`config.mk`:
```
export PLATFORM = sky130hd
export DESIGN_NAME = iopin_arbiter
export DESIGN_NICKNAME = d
export VERILOG_FILES = /design/src/rtl/iopin_arbiter.sv
export SDC_FILE = /design/constraint.sdc
export NUM_CORES = 1
export LEC_CHECK = 0
export BUFFER_PORTS_ARGS = -buffer_cell sky130_fd_sc_hd__buf_2
export CORE_UTILIZATION = 41
export CTS_BUF_LIST = sky130_fd_sc_hd__clkbuf_4 sky130_fd_sc_hd__clkbuf_8
export DETAILED_ROUTE_END_ITERATION = 10
export PLACE_DENSITY_LB_ADDON = 0.12
export SLEW_MARGIN = 20
export SYNTH_ARGS = -nofsm -noshare
export SYNTH_HDL_FRONTEND = slang
export SYNTH_SLANG_ARGS = --single-unit
```
`constraint.sdc`:
```
create_clock -name IOCLK -period 2.6 [get_ports IOCLK]
set_clock_uncertainty 0.1 [all_clocks]
set_input_delay 0 -clock IOCLK [delete_from_list [all_inputs] [get_ports IOCLK]]
set_output_delay 0 -clock IOCLK [all_outputs]
set_load 0.01 [all_outputs]
```
`src/rtl/iopin_arbiter.sv`:
```
// Round-robin arbiter sharing one bidirectional ioblock pad among NREQ requesters.
// Drives the ioblock TS/OUT inputs from the current owner and samples its IN output.
// Every release is followed by TURN tristated cycles and one idle arbitration cycle,
// so two owners never drive the pad back-to-back.
module iopin_arbiter #(
    parameter int unsigned NREQ    = 4,
    parameter int unsigned MAXHOLD = 16,
    parameter int unsigned TURN    = 1
) (
    input  logic            IOCLK,
    input  logic            RST_N,
    input  logic [NREQ-1:0] REQ,
    input  logic [NREQ-1:0] WR,
    input  logic [NREQ-1:0] DOUT,
    output logic [NREQ-1:0] GNT,
    output logic            TS,
    output logic            OUT,
    input  logic            IN,
    output logic            RDATA,
    output logic [NREQ-1:0] RVLD
);

    localparam int unsigned IW = (NREQ > 1) ? $clog2(NREQ) : 1;
    localparam int unsigned HW = $clog2(MAXHOLD);
    localparam int unsigned TW = 3;

    localparam logic [HW-1:0]   HoldMax  = HW'(MAXHOLD - 1);
    localparam logic [TW-1:0]   TurnLast = TW'((TURN > 0) ? TURN - 1 : 0);
    localparam logic [NREQ-1:0] One      = NREQ'(1);
    localparam logic [IW-1:0]   LastInit = IW'(NREQ - 1);

    typedef enum logic [1:0] {StIdle, StGrant, StTurn} state_e;

    state_e          state_q, state_d;
    logic [IW-1:0]   own_q;
    logic [IW-1:0]   last_q;
    logic [HW-1:0]   hold_q;
    logic [TW-1:0]   turn_q;
    logic [NREQ-1:0] gnt_q;
    logic            rdata_q;
    logic [NREQ-1:0] rvld_q;

    logic            any_req;
    logic [IW-1:0]   pick;
    logic [NREQ-1:0] own_oh;
    logic            own_req;
    logic            other_req;
    logic            release_own;
    logic            listen;

    // First requester after last_q in circular order.
    function automatic logic [IW-1:0] rr_pick(input logic [NREQ-1:0] req,
                                              input logic [IW-1:0]   last);
        logic [IW-1:0] sel;
        logic [IW-1:0] idx;
        logic          hit;
        sel = '0;
        hit = 1'b0;
        for (int unsigned i = 1; i <= NREQ; i++) begin
            idx = IW'((32'(last) + i) % NREQ);
            if (!hit && req[idx]) begin
                hit = 1'b1;
                sel = idx;
            end
        end
        return sel;
    endfunction

    // Arbitration and release conditions derived from the registered owner.
    always_comb begin
        any_req     = |REQ;
        pick        = rr_pick(REQ, last_q);
        own_oh      = One << own_q;
        own_req     = REQ[own_q];
        other_req   = |(REQ & ~own_oh);
        release_own = !own_req || ((hold_q == HoldMax) && other_req);
        listen      = (state_q == StGrant) && own_req && !WR[own_q];
    end

    // State register.
    always_ff @(posedge IOCLK or negedge RST_N) begin
        if (!RST_N) begin
            state_q <= StIdle;
        end else begin
            state_q <= state_d;
        end
    end

    // Next-state logic.
    always_comb begin
        state_d = state_q;
        unique case (state_q)
            StIdle: begin
                if (any_req) state_d = StGrant;
            end
            StGrant: begin
                if (release_own) state_d = (TURN > 0) ? StTurn : StIdle;
            end
            StTurn: begin
                if (turn_q == TurnLast) state_d = StIdle;
            end
            default: state_d = StIdle;
        endcase
    end

    // Ownership, hold and turnaround bookkeeping.
    always_ff @(posedge IOCLK or negedge RST_N) begin
        if (!RST_N) begin
            gnt_q  <= '0;
            own_q  <= '0;
            last_q <= LastInit;
            hold_q <= '0;
            turn_q <= '0;
        end else begin
            unique case (state_q)
                StIdle: begin
                    if (any_req) begin
                        gnt_q  <= One << pick;
                        own_q  <= pick;
                        last_q <= pick;
                        hold_q <= '0;
                    end
                end
                StGrant: begin
                    if (release_own) begin
                        gnt_q  <= '0;
                        turn_q <= '0;
                    end else if (hold_q != HoldMax) begin
                        hold_q <= hold_q + HW'(1);
                    end
                end
                StTurn: begin
                    turn_q <= turn_q + TW'(1);
                end
                default: begin
                    gnt_q <= '0;
                end
            endcase
        end
    end

    // Pad sample for a listening owner; RDATA holds between samples.
    always_ff @(posedge IOCLK or negedge RST_N) begin
        if (!RST_N) begin
            rdata_q <= 1'b0;
            rvld_q  <= '0;
        end else begin
            if (listen) begin
                rdata_q <= IN;
                rvld_q  <= own_oh;
            end else begin
                rvld_q  <= '0;
            end
        end
    end

    // Outputs; the pad is driven only while granted and the owner asks to write.
    always_comb begin
        TS    = (state_q == StGrant) && own_req && WR[own_q];
        OUT   = TS && DOUT[own_q];
        GNT   = gnt_q;
        RDATA = rdata_q;
        RVLD  = rvld_q;
    end

endmodule

```
* Word-level counts from Yosys, hierarchy flattened
Cells that the tools add are included.
Word-level totals: logic and storage cells 93, flip-flop bits (word level) 22, bits of input ports 15
Cells by class: reductions and logical operators 25, bitwise gates (word level) 3, shift-type cells 2, order comparisons 5, mux-type cells 35, equal/unequal tests 9, add/sub/neg operators 6
Operators by type and width (number):
- $mux 4 | 6
- $lt 2x3->1 const B | 5
- $bmux 1 s2 | 7
- $mux 2 | 7
- $pmux 4 s3 | 1
- $mux 1 | 10
- $logic_and 1x1->1 | 8
- $ne 2x2->1 const B | 4
- $pmux 4 s2 | 1
- $reduce_or 4->1 | 2
- $shl 1x2->4 const A | 2
- $pmux 2 s3 | 1
- $pmux 3 s2 | 1
- $reduce_and 3->1 | 2
- $logic_not 1->1 | 5
- $add 2x1->2 const B | 2
- $add 2x2->2 const B | 2
- $add 4x1->4 const B | 1
- $and 4x4->4 | 1
- $eq 4x4->1 const B | 1
- $ne 4x4->1 const B | 1
- $not 4->4 | 1
- $reduce_and 2->1 | 2
- $reduce_and 4->1 | 1
- other kinds (10) | 11

* Logic depth before layout (Yosys ltp)
depth in word-level cells 16, depth in mapped cells 6, mapped depth without buffers 5

* Worst setup path before layout
OpenSTA, ideal clock, no wires.
path kind register to register, from register own_q[0], to register rdata_q, in the netlist RDATA, period minus slack after synthesis 1788 ps, slack 812 ps, required time 2375 ps, data arrival time 1563 ps, stages on the path, launching flop included 5, path through dfrtp_1 buf_2 mux4_2 nor2_1 mux2_2
Between the ends: cells in the longest elaborated chain, start to end 4, elaborated cells between the ends (all ways) 7, those cells by class mux: 4; reduce/logical: 3
RTL lines:
- start, declared | RTL line 35 | logic [IW-1:0] own_q;
- start signal, assigned | RTL line 119 | own_q <= pick;
- $bmux 1 s2, on equally long branches | RTL line 74, 77
- $mux 1, on equally long branches | RTL line 74, 77
- $logic_and 1x1->1 or $logic_not 1->1 (tied branches) | RTL line 77 | listen = (state_q == StGrant) && own_req && !WR[own_q];
- $logic_and 1x1->1 (*) | RTL line 77
- end signal, assigned | RTL line 145 | rdata_q <= 1'b0;
- end signal, assigned | RTL line 149 | rdata_q <= IN;
- end, declared | RTL line 40 | logic rdata_q;
Every way passes the cells marked *; elsewhere a longest branch is shown, timed or not. The select of a mux whose other input is x is not followed. A chain may end at the register's enable or synchronous reset.

* Final worst setup path
from register own_q[1], to output port OUT
Between the ends: cells in the longest elaborated chain, start to end 5, elaborated cells between the ends (all ways) 9, those cells by class mux: 6; reduce/logical: 3
RTL lines:
- $bmux 1 s2 | RTL line 74 | own_req = REQ[own_q];
- $mux 1 (not written as such) | RTL line 74
- $logic_and 1x1->1 (2 in a row) | RTL line 159 | TS = (state_q == StGrant) && own_req && WR[own_q];
- $logic_and 1x1->1 (*) | RTL line 160 | OUT = TS && DOUT[own_q];
- end, declared | RTL line 17 | output logic OUT,
Marks and branches as above.

==> impl_metrics.yaml <==
timing:
  max_freq_mhz: 476.8
  setup_ws_ns: 0.5027
  slew_viol_final: 0
  setup_viol: 0
  min_period_over_period_pct: 80.66
  hold_viol_final: 0
  worstMarginPinSlew_ns: 0.4932
  finalSetupTns_ns: 0
  rsz0062_at_grt: "false"
  min_period_ns: 2.097
  slew_headroom_pct: 67.12
worst_setup_path:
  required_ns: 2.50
  startpoint: "own_q[1]"
  regToRegStartpoint: "own_q[1]"
  path_max_fanout: 11
  critPathCaptureType: "output pin"
  start_kind: "register"
  critPathKind: "reg2out"
  critPathArrivalTime_ns: 2.00
logic_synthesis:
  yosysMostFrequentCell: "dfrtp_1"
  synth_cell_type_count: 40
  async_flop_share_pct: 100.0
  synth_area_leader_cell: "dfrtp_1"
  yosysWarnings: 0
  synthTopCellsByCount: "20 x dfrtp_1, 13 x nor2_1, 10 x nand2_1"
  yosysTopAreaCellShare_pct: 42.06
  ys_seq_elements: 22
  ys_seq_area_share_pct: 46.48
  syn_area_per_cell_um2: 10.82
  synth_area_leaders: "dfrtp_1 42%, mux4_2 5.7%, dfstp_2 4.4%"
  syn_inst: 110
  synthesis.area_um2: 1190
  syn_nets: 128
  synth_edf_count: 0
  synth_flop_cell: "dfrtp_1"
die:
  ios: 26
  die_h_um: 55.87
  rows: 19
  core_um2: 2758
  die_x_um: 55.87
  dieArea_um2: 3121
  initial_core_util_pct: 43.15
detailed_routing:
  first_pass_iters: 4
  drt_wl_total_mm: 2.290
  final_antenna_net_count: 0
  drt_iter0_drc: 32
  drt-vias-per-instance: 5.541
  drc: 0
  route.vias.total: 953
  avgRoutedWirePerCell_um: 13.31
global_route:
  met1_usage_pct: 21.60
  globalRouteOverflowTotal: 0
  grt_use_met2_pct: 28.06
  grt_pass1_wl_mm: 4.071
  grt_pass1_vias: 925
  grtUsageMet3_pct: 2.093
  grt_max_degree: 23
  top_usage_layer: "met2"
  grtUsageTotal_pct: 16.52
  antenna_found_initial: 0
cells_and_area:
  num_antenna_cells: 0
  syn2layout_area_growth_pct: 18.72
  layout.cells.non_filler: 172
  nFillCells: 243
  nets: 160
  drive_gt1_share_pct: 30.50
outcome:
  outcome: "finished, final reports clean"
cts:
  ctsHtreeMaxLevel: 1
  clock_sinks: 22
  path_clk_slew_ns: 0.12
  cts_buffer_depth: 2
  cts_tree: "done"
  cts_root_buffer: "clkbuf_4"
  clock_latency_ns: 0.31
  numCtsBuffers: 3
placed_design:
  dpl.hpwl_mm: 1.759
  place_ws_ns: 0.6064
  placedCellCount: 165
  gp_congestion: 0.7728
  port-buffer-count: 25
pwr:
  p_leak_nw: 0.6994
  design_power_total_mw: 1.367
  peakVddDrop_uv: 527.9
  pwr_density_cell_nw_per_um2: 967.5
worst_hold_path:
  hp-class: "in2async"
job:
  cap_violations: 0
final cells by class:
type	count	area (um2)	area share, %
clock buffer	4	30.03	2.126
inverter	3	11.26	0.7972
multi-input combinational	83	616.8	43.67
sequential	22	553.0	39.15
tap	31	38.79	2.746
timing repair buffer	29	162.7	11.51
critical path, stage by stage (launching register included):
cell     delay [ns]
dfrtp_1        0.59
mux4_2         0.63
and3_1         0.21
and2_1         0.13
buf_2          0.13
logic make-up (layout without fill, tap and decap cells):
| family | count (synthesis) | in the layout | synth area share (%) |
|---|---|---|---|
| muxes | 8 | 8 | 9.989 |
| DFF | 22 | 22 | 46.48 |
| xor gates and xnor gates | 1 | 1 | 0.7362 |
| adders and majority gates | 3 | 3 | 3.155 |
| and+or+nand+nor | 47 | 47 | 21.14 |
| AOI/OAI and AO/OA | 24 | 24 | 16.82 |
| buffers and inverters | 5 | 36 | 1.682 |
path summary, 6_finish.rpt:
| path | end | slack [ns] | cells past startpoint |
|---|---|---|---|
| min | turn_q[0] | 0.07 | 2 |
| min in group IOCLK | RVLD[2] | 0.10 | 5 |
| max in group asynchronous | last_q[1] | 1.96 | 2 |
| min reg2reg | GNT[0] | 0.40 | 1 |
| max reg2reg | GNT[3] | 0.56 | 4 |
| max | OUT | 0.50 | 4 |
sequential cells by signal (all words and copies together) (netlist names):
| signal | cells |
|---|---|
| GNT | 4 |
| RDATA | 1 |
| RVLD | 4 |
| hold_q | 4 |
| last_q | 2 |
| own_q | 2 |
| state_q | 2 |
| turn_q | 3 |
metal layers:
metal / wire [um] / up-vias
met3: 47 / 4
met1: 1067 / 471
met2: 1148 / 13
met4: 26 / 0
met5: 0 / -
li1: - / 465
per-stage QoR:
| stage | util, % | cell area (um2) | hold WS (ns) |
|---|---|---|---|
| detailed placement | 49.05 | 1353 | -0.1032 |
| CTS | 51.23 | 1413 | 0.07449 |
| global route | 51.23 | 1413 | 0.1008 |
| floorplan | - | 1190 | -0.3956 |
| global placement | 49.05 | 1353 | -0.1119 |
| finish | 51.23 | 1413 | 0.06890 |
repair_timing:
action | CTS | global route
setup endpoints to repair | 0 | 0
hold endpoints to repair | 24 | 0
hold buffers | 3 | 0
setup buffers | 0 | 0
resized for setup | 0 | 0
power breakdown:
| part | switching, mW | internal [mW] |
|---|---|---|
| logic | 0.312 | 0.296 |
| registers | 0.127 | 0.462 |
| clock network | 0.100 | 0.0702 |
placed cells by master (no fill, tap or decap), drive strengths merged, types with 3 or more instances in the layout:
cell type    count
buf             26
dfrtp           20
nor2            13
nand2           10
nand2b           6
nor2b            5
mux2i            4
clkbuf           4
a21oi            4
inv              3
mux4             3
and3             3
a21o             3
ha               3
dlygate4sd3      3
o31ai            3
o21ai            3
Power figures use the tool's default switching activity.
